<file path="src/rtl/uart_pkg.sv">
// Shared UART definitions: receiver FSM encoding, divisor defaults and the
// status-word bit layout used by the transmitter and the bus decoder.
package uart_pkg;

    localparam int unsigned DIV_W_DEF   = 16;
    localparam int unsigned MIN_DIV_DEF = 4;

    typedef enum logic [2:0] {
        ST_IDLE,
        ST_START,
        ST_DATA,
        ST_STOP,
        ST_BREAK
    } rx_state_e;

    localparam int unsigned STAT_READY_BIT   = 0;
    localparam int unsigned STAT_OVERRUN_BIT = 1;
    localparam int unsigned STAT_FERR_BIT    = 2;

    function automatic logic [7:0] status_word(input logic ready,
                                               input logic overrun,
                                               input logic ferr);
        logic [7:0] w;
        w                   = '0;
        w[STAT_READY_BIT]   = ready;
        w[STAT_OVERRUN_BIT] = overrun;
        w[STAT_FERR_BIT]    = ferr;
        return w;
    endfunction

endpackage

</file>
<file path="src/rtl/uart_rx_if.sv">
// Receiver-side signal bundle: serial pin, divisor and the CPU-facing
// holding register / flag / interrupt signals.
interface uart_rx_if
    import uart_pkg::*;
#(
    parameter int unsigned DIV_W = DIV_W_DEF
);

    logic             rxd;
    logic [DIV_W-1:0] clkdiv;
    logic             rxack;
    logic [7:0]       rxdata;
    logic             rxready;
    logic             rxint;
    logic             overrun;
    logic             framing_err;

    // Receiver end.
    modport slave (
        input  rxd,
        input  clkdiv,
        input  rxack,
        output rxdata,
        output rxready,
        output rxint,
        output overrun,
        output framing_err
    );

    // Pin / CPU end.
    modport master (
        output rxd,
        output clkdiv,
        output rxack,
        input  rxdata,
        input  rxready,
        input  rxint,
        input  overrun,
        input  framing_err
    );

endinterface

</file>
<file path="src/rtl/sync2.sv">
// Two-flop synchronizer for asynchronous single-bit inputs; the reset value
// matches the idle level of the line being synchronized.
module sync2 #(
    parameter logic RESET_VAL = 1'b1
) (
    input  logic clk_i,
    input  logic rst_ni,
    input  logic d_i,
    output logic q_o
);

    logic meta_q;
    logic sync_q;

    always_ff @(posedge clk_i or negedge rst_ni) begin
        if (!rst_ni) begin
            meta_q <= RESET_VAL;
            sync_q <= RESET_VAL;
        end else begin
            meta_q <= d_i;
            sync_q <= meta_q;
        end
    end

    assign q_o = sync_q;

endmodule

</file>
<file path="src/rtl/uart_rx.sv">
// 8N1 UART receiver: mid-bit sampling at a programmable divisor, holding
// register with ready/overrun/framing-error flags and a per-byte interrupt.
module uart_rx
    import uart_pkg::*;
#(
    parameter int unsigned DIV_W   = DIV_W_DEF,
    parameter int unsigned MIN_DIV = MIN_DIV_DEF
) (
    input  logic      clk,
    input  logic      reset_in,
    uart_rx_if.slave  bus
);

    localparam logic [DIV_W-1:0] MIN_DIV_V = DIV_W'(MIN_DIV);
    localparam logic [DIV_W-1:0] ONE       = DIV_W'(1);

    logic             rxd_s;
    rx_state_e        state_q, state_d;
    logic [DIV_W-1:0] div_q, div_d;
    logic [DIV_W-1:0] cnt_q, cnt_d;
    logic [DIV_W-1:0] div_eff;
    logic [2:0]       bitcnt_q, bitcnt_d;
    logic [7:0]       shreg_q, shreg_d;
    logic [7:0]       rxdata_q, rxdata_d;
    logic             rxready_q, rxready_d;
    logic             overrun_q, overrun_d;
    logic             ferr_q, ferr_d;
    logic             tick;
    logic             deliver;
    logic             ferr_set;

    sync2 #(
        .RESET_VAL(1'b1)
    ) u_sync (
        .clk_i (clk),
        .rst_ni(reset_in),
        .d_i   (bus.rxd),
        .q_o   (rxd_s)
    );

    assign div_eff = (bus.clkdiv < MIN_DIV_V) ? MIN_DIV_V : bus.clkdiv;
    assign tick    = (cnt_q == '0);

    always_ff @(posedge clk or negedge reset_in) begin
        if (!reset_in) begin
            state_q <= ST_IDLE;
        end else begin
            state_q <= state_d;
        end
    end

    always_comb begin
        state_d = state_q;
        unique case (state_q)
            ST_IDLE:  if (!rxd_s) state_d = ST_START;
            ST_START: if (tick) state_d = rxd_s ? ST_IDLE : ST_DATA;
            ST_DATA:  if (tick && (bitcnt_q == 3'd7)) state_d = ST_STOP;
            ST_STOP:  if (tick) state_d = rxd_s ? ST_IDLE : ST_BREAK;
            ST_BREAK: if (rxd_s) state_d = ST_IDLE;
            default:  state_d = ST_IDLE;
        endcase
    end

    // Counter holds at zero when idle, so START/DATA/STOP always see a fresh load.
    always_comb begin
        div_d    = div_q;
        cnt_d    = tick ? cnt_q : cnt_q - ONE;
        bitcnt_d = bitcnt_q;
        shreg_d  = shreg_q;
        deliver  = 1'b0;
        ferr_set = 1'b0;
        unique case (state_q)
            ST_IDLE: begin
                if (!rxd_s) begin
                    div_d = div_eff;
                    cnt_d = (div_eff >> 1) - ONE;
                end
            end
            ST_START: begin
                if (tick && !rxd_s) begin
                    cnt_d    = div_q - ONE;
                    bitcnt_d = '0;
                end
            end
            ST_DATA: begin
                if (tick) begin
                    shreg_d  = {rxd_s, shreg_q[7:1]};
                    cnt_d    = div_q - ONE;
                    bitcnt_d = bitcnt_q + 3'd1;
                end
            end
            ST_STOP: begin
                if (tick) begin
                    deliver  = rxd_s;
                    ferr_set = !rxd_s;
                end
            end
            ST_BREAK: ;
            default: ;
        endcase
    end

    // A delivery beats a coincident rxack; a framing error beats it too.
    always_comb begin
        rxdata_d  = deliver ? shreg_q : rxdata_q;
        rxready_d = deliver | (rxready_q & ~bus.rxack);
        overrun_d = (overrun_q & ~bus.rxack) | (deliver & rxready_q & ~bus.rxack);
        ferr_d    = (ferr_q & ~bus.rxack) | ferr_set;
    end

    always_ff @(posedge clk or negedge reset_in) begin
        if (!reset_in) begin
            div_q     <= '0;
            cnt_q     <= '0;
            bitcnt_q  <= '0;
            shreg_q   <= '0;
            rxdata_q  <= '0;
            rxready_q <= 1'b0;
            overrun_q <= 1'b0;
            ferr_q    <= 1'b0;
        end else begin
            div_q     <= div_d;
            cnt_q     <= cnt_d;
            bitcnt_q  <= bitcnt_d;
            shreg_q   <= shreg_d;
            rxdata_q  <= rxdata_d;
            rxready_q <= rxready_d;
            overrun_q <= overrun_d;
            ferr_q    <= ferr_d;
        end
    end

    assign bus.rxdata      = rxdata_q;
    assign bus.rxready     = rxready_q;
    assign bus.rxint       = deliver;
    assign bus.overrun     = overrun_q;
    assign bus.framing_err = ferr_q;

endmodule

</file>
<file path="src/flat_wrapper.sv">
// flat-port wrapper written by rule: the top's interface ports become plain ports
module uart_rx_flat import uart_pkg::*;
#(
    parameter int unsigned DIV_W   = DIV_W_DEF,
    parameter int unsigned MIN_DIV = MIN_DIV_DEF
)
  (clk, reset_in, bus_rxd, bus_clkdiv, bus_rxack, bus_rxdata, bus_rxready, bus_rxint, bus_overrun, bus_framing_err);
  uart_rx_if #(.DIV_W(DIV_W)) bus_i ();
  input  logic clk;
  input  logic reset_in;
  input wire logic [$bits(bus_i.rxd)-1:0] bus_rxd;
  input wire logic [$bits(bus_i.clkdiv)-1:0] bus_clkdiv;
  input wire logic [$bits(bus_i.rxack)-1:0] bus_rxack;
  output wire logic [$bits(bus_i.rxdata)-1:0] bus_rxdata;
  output wire logic [$bits(bus_i.rxready)-1:0] bus_rxready;
  output wire logic [$bits(bus_i.rxint)-1:0] bus_rxint;
  output wire logic [$bits(bus_i.overrun)-1:0] bus_overrun;
  output wire logic [$bits(bus_i.framing_err)-1:0] bus_framing_err;
  assign bus_i.rxd = bus_rxd;
  assign bus_i.clkdiv = bus_clkdiv;
  assign bus_i.rxack = bus_rxack;
  assign bus_rxdata = bus_i.rxdata;
  assign bus_rxready = bus_i.rxready;
  assign bus_rxint = bus_i.rxint;
  assign bus_overrun = bus_i.overrun;
  assign bus_framing_err = bus_i.framing_err;
  uart_rx #(.DIV_W(DIV_W), .MIN_DIV(MIN_DIV)) u_core (.clk(clk), .reset_in(reset_in), .bus(bus_i));
endmodule
</file>
<file path="config.mk">
export PLATFORM = sky130hd
export DESIGN_NAME = uart_rx_flat
export DESIGN_NICKNAME = d
export VERILOG_FILES = /design/src/rtl/uart_pkg.sv /design/src/rtl/uart_rx_if.sv /design/src/rtl/sync2.sv /design/src/rtl/uart_rx.sv /design/src/flat_wrapper.sv
export SDC_FILE = /design/constraint.sdc
export NUM_CORES = 1
export LEC_CHECK = 0
export CORE_ASPECT_RATIO = 0.8
export CORE_MARGIN = 3
export CORE_UTILIZATION = 62
export CTS_CLUSTER_DIAMETER = 150
export DETAILED_ROUTE_END_ITERATION = 12
export HOLD_SLACK_MARGIN = 0.03
export PLACE_DENSITY = 0.95
export SETUP_SLACK_MARGIN = 0.2
export SLEW_MARGIN = 40
export SYNTH_ARGS = -nofsm -noshare
export SYNTH_HDL_FRONTEND = slang
export SYNTH_SLANG_ARGS = --single-unit
</file>
<file path="constraint.sdc">
create_clock -name clk -period 5.4 [get_ports clk]
set_input_delay 1.35 -clock clk [delete_from_list [all_inputs] [get_ports clk]]
set_output_delay 1.35 -clock clk [all_outputs]
set_load 0.02 [all_outputs]
</file>
==> impl_metrics.tcl, run 1 <==
set metrics [dict create \
    cts.sinks 59 \
    synth_edf_count 0 \
    post_drt_wl_per_cell_microns 18.0 \
    clk-insertion-delay-late_ns 0.35 \
    rows 23 \
    top_cell_type_s_share_of_synthesized_area_pct 43.1 \
    drt_iter0_drc 296 \
    fin_crit_period_ns 4.57 \
    leakagePower_nw 1.60 \
    cp_data_arrival_time_ns 4.75 \
    synth_ff_type "dfrtp_1" \
    yosysWarnings 0 \
    setup.worst_path.start_class "input pin" \
    syn_avg_cell_area_sq_um 9.46 \
    timing.reg2reg.setup_slack_ns 2.55 \
    reg2regPathDepth 4 \
    worst-setup-path-type "input pin to flip-flop" \
    globalRoute.totalOverflow 0 \
    postLayoutCellArea_sq_mm 0.00386 \
    finalWirelength_microns 7980 \
    synth_nets 375 \
    finalClockSkew_ns 0.00751 \
    coreArea_sq_mm 0.00509 \
    hold_path_startpoint "u_core.u_sync.meta_q" \
    timing.rr.start "u_core.cnt_q[13]" \
    syn_inst 350 \
    tritoncts.num_buffers 9 \
    placedInstanceArea_sq_mm 0.00365 \
    path_clk_slew_ns 0.07 \
    timing.fmax_ghz 0.219 \
    ctsHtreeMaxLevel 3 \
    rr_endpoint "u_core.bus.rxdata[5]" \
    initial_core_util_pct 65.0 \
    antenna_cells_inserted 0 \
    hold_path_depth 0 \
    cts.root.buffer_cell "clkbuf_8" \
    fraction_of_final_layout_cells_sized_beyond_drive_strength_1_pct 9.71 \
    die_area_sq_mm 0.00626 \
    maximum_number_of_pins_on_one_net_before_global_route_repair 60 \
    crit_required_ns 5.58 \
    io_pins 32 \
    timing_worst_slew_pin_value_ns 0.798 \
    maxCapViolations 0 \
    cts_resized 0 \
    worst_min_path_class "flip-flop to flip-flop" \
    via_count_of_the_first_global_routing_pass 2626 \
    syn-cell-area_sq_mm 0.00331 \
    worstSetupStartpoint "bus_clkdiv[6]" \
    groute.usage.overall_pct 28.1 \
    hpwlAfterDp_microns 5400 \
    die_h_microns 71.4 \
    worstSetupEndpointType "flip-flop" \
    tritoncts "yes" \
    buffers_from_clock_root_to_sink_at_most 2 \
    detailroute.via_count 2773 \
    finalHoldViolCount 0 \
    drt-vias-per-instance 6.26 \
    drc_errors 0 \
    synth_top_cell_by_area "dfrtp_1" \
    synth_seq_cells 59 \
    layout.nets 401 \
    whs_ns 0.357 \
    irDropWorstVdd_v 0.000210 \
    p_per_area_mw_per_mm2 308 \
    timing.max_slew.rel_slack_pct 46.7 \
    area_delta_synth_final_pct 16.6 \
    chipWidth_microns 87.7 \
    post_route_fraction_of_the_period_consumed_by_the_critical_path_pct 84.6 \
    drt.antenna.violating_nets 0 \
    post-cts-setup-buffer-count 0 \
    global_route_wire_length_before_repair_microns 13300 \
    grt_setup_unrepaired "no" \
    setup_viol 0 \
    gp_congestion 0.900 \
    slew_violations 0 \
    outcome "complete, no violations" \
    antenna_found_initial 0 \
    min_to "u_core.u_sync.q_o" \
    synth_async_sr_flop_share_pct 100 \
    portBuffers 31 \
    synth.area.top_cells "dfrtp_1 (43%), nand2_1 (6.0%), xnor2_1 (5.3%)" \
    setup_tns_ns 0 \
    synth_seq_area_share_pct 44.7 \
    cts-hold-fix-buffers 0 \
    yosys.cell_types.count 50 \
    crit_path_max_fanout 7 \
    first_pass_iters 5 \
]
-- synth_stat cells, types with 2 or more instances --
cell,count
a211oi_1,2
a21o_1,3
a21oi_1,9
a22oi_1,2
and2_1,3
buf_2,4
clkbuf_1,14
dfrtp_1,57
dfstp_2,2
ha_1,5
inv_1,12
mux2_1,8
mux2_2,8
mux2i_1,7
nand2_1,53
nand2b_1,3
nand3_1,3
nand3b_1,3
nand4_1,2
nor2_1,31
nor3_1,11
nor3b_1,3
nor4_1,12
nor4_2,3
nor4b_1,3
o211ai_1,2
o21a_1,2
o21ai_0,10
o21ai_1,3
o21bai_1,2
o221ai_1,9
o22ai_1,3
or3_1,4
or4_1,9
or4b_1,2
xnor2_1,20
xor2_1,8
-- cells in the final DEF (no fill, tap or decap), drive strengths merged, types with 10 or more instances in the layout --
master,instances
clkbuf,12
clkdlybuf4s50,30
dfrtp,57
inv,12
mux2,16
nand2,53
nor2,31
nor3,11
nor4,16
o21ai,13
o221ai,10
xnor2,20
-- critical path, stage by stage --
cell             delay (ns)
clkdlybuf4s50_1        0.50
or4_1                  0.64
nor4_1                 0.31
buf_4                  0.19
nand2_1                0.09
nand2_1                0.16
ha_1                   0.22
or4b_1                 0.56
nor4_1                 0.34
nor2_1                 0.09
a21oi_1                0.15
o221ai_1               0.15
-- power by group --
part / switching, W / internal [W]
sequential: 0.0000743 / 0.000493
combinational: 0.0000968 / 0.000101
clock: 0.000174 / 0.000249
-- worst max path at each step --
stage / endpoint / slack [ns] / depth (start not counted)
finish: u_core.cnt_q[14] / 0.83 / 12
global route: u_core.cnt_q[14] / 0.58 / 12
CTS: u_core.cnt_q[14] / 0.85 / 12
detailed placement: u_core.cnt_q[12] / 0.59 / 12
global placement: u_core.cnt_q[14] / 0.74 / 12
floorplan: u_core.cnt_q[12] / 1.21 / 12
-- sequential cells by signal, summed over array words and instances, names as in the netlist --
name,flops
u_core.bitcnt_q,3
u_core.bus.framing_err,1
u_core.bus.overrun,1
u_core.bus.rxdata,8
u_core.bus.rxready,1
u_core.cnt_q,16
u_core.div_q,16
u_core.shreg_q,8
u_core.state_q,3
u_core.u_sync.meta_q,1
u_core.u_sync.q_o,1
-- per-stage QoR --
step                utilization (%)  worst slack (ns)  std cells  power (W)
detailed placement             71.7             0.588        427   0.000762
CTS                            75.8             0.855        443    0.00119
global placement               71.7             0.744        427   0.000752
global route                   75.8             0.578        443    0.00125
finish                         75.8             0.832        443    0.00119
floorplan                         -              1.21        350   0.000693
-- per-layer routing --
layer / share of wire, % / vias up / track usage, % / wire length, microns
met2: 47 / 125 / 40.8 / 3760
met3: 7.6 / 14 / 8.51 / 603
met4: 1.5 / 0 / 10.6 / 123
met1: 44 / 1332 / 39.9 / 3500
li1: - / 1302 / - / -
met5: 0 / - / 0 / 0
-- kinds of logic (layout without fill, tap and decap cells) --
| logic type | count (synthesis) | after routing | synth area share, % |
|---|---|---|---|
| AOI/OAI and AO/OA | 53 | 53 | 10.9 |
| xor gates and xnor gates | 28 | 28 | 7.40 |
| adders and majority gates | 5 | 5 | 1.89 |
| buffers and inverters | 31 | 62 | 3.66 |
| DFF | 59 | 59 | 44.7 |
| muxes | 23 | 23 | 7.56 |
| and+or+nand+nor | 151 | 151 | 23.9 |
-- layout make-up --
cell class                      count  area (sq um)
Inverter                           12          45.0
Clock buffer                       12           165
Clock inverter                      4          47.5
Sequential cell                    59          1480
Multi-Input combinational cell    260          1720
Timing Repair Buffer               34           328
Tap cell                           62          77.6
Fill cell                         324          1230
No activity file was read; power rests on OpenSTA's default activity.
==> inputs of run 2 (changes only) <==
--- a/config.mk
+++ b/config.mk
@@ -7,11 +7,11 @@
 export LEC_CHECK = 0
 export CORE_ASPECT_RATIO = 0.8
 export CORE_MARGIN = 3
-export CORE_UTILIZATION = 62
+export CORE_UTILIZATION = 52
 export CTS_CLUSTER_DIAMETER = 150
 export DETAILED_ROUTE_END_ITERATION = 12
 export HOLD_SLACK_MARGIN = 0.03
-export PLACE_DENSITY = 0.95
+export PLACE_DENSITY = 0.85
 export SETUP_SLACK_MARGIN = 0.2
 export SLEW_MARGIN = 40
 export SYNTH_ARGS = -nofsm -noshare
==> constraint.sdc (replaced) <==
create_clock -name clk -period 3.8 [get_ports clk]
set_input_delay 0.95 -clock clk [delete_from_list [all_inputs] [get_ports clk]]
set_output_delay 0.95 -clock clk [all_outputs]
set_load 0.02 [all_outputs]
==> run 2 against run 1 <==
- flip-flop and latch count unchanged
- final area up 6.1%
- non-clock buffer count up 21
- combinational power up 58%
- sequential share of layout area down 2.2 points
- die area up 18%
- critical path depth down 1
- global-route usage down 4.0 points
- final cell count up 9.0%
- first-iteration DRC count down 15%
- clock-buffer cell count down 1
==> impl_metrics.tcl, run 2 (same netlist as run 1, synthesis figures left out) <==
set metrics [dict create \
    irDropWorstVdd_v 0.000279 \
    power_report.internal_total_w 0.00111 \
    rows 25 \
    drt-vias-per-instance 6.07 \
    slew_violations 0 \
    first_pass_iters 6 \
    antenna_cells_inserted 0 \
    path_clk_slew_ns 0.07 \
    crit_required_ns 3.98 \
    gp_congestion 0.873 \
    portBuffers 31 \
    most_common_library_cell_in_the_layout_ignoring_fill_and_taps "dfrtp_1" \
    timing.max_slew.rel_slack_pct 49.0 \
    setup.worst_path.start_class "input pin" \
    pre_cts_ws_ns -0.251 \
    most_frequent_cells_in_the_layout "dfrtp_1 (57), nand2_1 (51), nor2_1 (30)" \
    drt_iter0_drc 251 \
    finalHoldViolCount 0 \
    maxCapViolations 0 \
    die_h_microns 77.4 \
    cts.sinks 59 \
    hpwlAfterDp_microns 5880 \
    chipWidth_microns 95.2 \
    drc_errors 0 \
    final.fill_count 429 \
    tritoncts.num_buffers 9 \
    largest_regs "u_core.cnt_q x16, u_core.div_q x16" \
    worst_min_path_class "flip-flop to flip-flop" \
    finalWirelength_microns 8610 \
    cts.root.buffer_cell "clkbuf_8" \
    detailroute.via_count 2931 \
    initial_core_util_pct 54.9 \
    maximum_number_of_pins_on_one_net_before_global_route_repair 32 \
    clock_power_share_pct 30.7 \
    post_drt_wl_per_cell_microns 17.8 \
    timing.fmax_ghz 0.287 \
    clk-insertion-delay-late_ns 0.34 \
    global_route_wire_length_before_repair_microns 13800 \
    power_frac_comb_pct 19.3 \
    area_delta_synth_final_pct 23.7 \
    tritoncts "yes" \
    multi_input_area_sq_mm 0.00180 \
    worst-setup-path-type "input pin to flip-flop" \
    crit_path_max_fanout 5 \
    finalWorstSetupSlack_ns 0.315 \
    final_cell_count_no_fill 483 \
    die_area_sq_mm 0.00737 \
    via_count_of_the_first_global_routing_pass 2757 \
    cp_data_arrival_time_ns 3.66 \
    antenna_found_initial 0 \
    leakagePower_nw 1.76 \
    p_sw_w 0.000505 \
    power.share.sequential_pct 50.0 \
    fin_crit_period_ns 3.49 \
    place_inst 464 \
    coreArea_sq_mm 0.00604 \
    whs_ns 0.350 \
    post_route_fraction_of_the_period_consumed_by_the_critical_path_pct 91.7 \
    worstSetupEndpointType "flip-flop" \
    outcome "complete, no violations" \
    fraction_of_final_layout_cells_sized_beyond_drive_strength_1_pct 17.2 \
    timing_worst_slew_pin_value_ns 0.765 \
    globalRoute.totalOverflow 0 \
    groute.usage.overall_pct 24.1 \
    buffers_from_clock_root_to_sink_at_most 2 \
    drt.antenna.violating_nets 0 \
    p_per_area_mw_per_mm2 394 \
    grt_setup_unrepaired "no" \
    io_pins 32 \
    setup_viol 0 \
    area.sequential_sq_mm 0.00148 \
    ctsHtreeMaxLevel 3 \
    p_sw_share_pct 31.2 \
    finalClockSkew_ns 0.0156 \
    layout.nets 422 \
]
## run 2: layout make-up
class | instances | area share [%]
flip-flops and latches | 59 | 36.1
clock inverters | 5 | 0.702
multi-input cells | 260 | 43.9
repair buffers | 55 | 12.2
inverters | 12 | 1.10
clock buffers | 11 | 3.45
well taps | 81 | 2.47
## run 2: worst paths after layout
check / slack (ns) / start / to / cells past startpoint
max in group asynchronous: 2.35 / reset_in / u_core.div_q[8] / 2
setup reg to reg: 1.38 / u_core.cnt_q[13] / u_core.bus.rxdata[7] / 4
setup / recovery: 0.31 / bus_clkdiv[8] / u_core.cnt_q[12] / 11
min in group asynchronous: 0.61 / reset_in / u_core.cnt_q[11] / 1
hold / removal: 0.35 / u_core.u_sync.meta_q / u_core.u_sync.q_o / 0
hold reg to reg: 0.35 / u_core.u_sync.meta_q / u_core.u_sync.q_o / 0
## run 2: metrics by stage
stage | instance area, sq um | util [%] | total power, W | setup TNS, ns
global placement | 3840 | 63.5 | 0.00109 | -0.632
global route | 4100 | 67.9 | 0.00170 | 0
detailed placement | 3840 | 63.5 | 0.00111 | -1.03
CTS | 4030 | 66.7 | 0.00160 | 0
finish | 4100 | 67.9 | 0.00162 | 0
floorplan | 3340 | - | 0.000986 | 0
## run 2: worst max-delay path: stages
cell and delay, ns:
clkdlybuf4s50_1 0.42, or4_4 0.57, nor4_4 0.17, nand2_1 0.13, nand2_2 0.12, ha_4 0.15, or4b_4 0.52, nor4_4 0.24
xor2_1 0.11, a22oi_1 0.17, o21ai_1 0.10
## run 2: timing repair
item | 4_1_cts | 5_1_grt
setup buffers | 0 | 3
hold buffers | 0 | 0
endpoints found under the setup margin | 5 | 6
pin swaps | 0 | 7
resized for setup | 4 | 13
## run 2: power groups by stage
| stage | Clock [W] | Combinational (W) | Sequential [W] |
|---|---|---|---|
| 6_report | 0.000496 | 0.000312 | 0.000807 |
| 5_1_grt | 0.000532 | 0.000343 | 0.000820 |
| 4_1_cts | 0.000501 | 0.000298 | 0.000803 |
| 3_5_place_dp | 0 | 0.000293 | 0.000814 |
| 3_3_place_gp | 0 | 0.000279 | 0.000808 |
| 2_1_floorplan | 0 | 0.000196 | 0.000790 |
## run 2: per-layer routing
metal	track usage [%]	vias up	part of all wire, %	wire length, microns
met5	0	-	0	0
met3	7.36	23	7.8	669
li1	-	1343	-	-
met4	6.20	0	2.2	187
met1	33.3	1405	43	3670
met2	37.0	160	47	4080
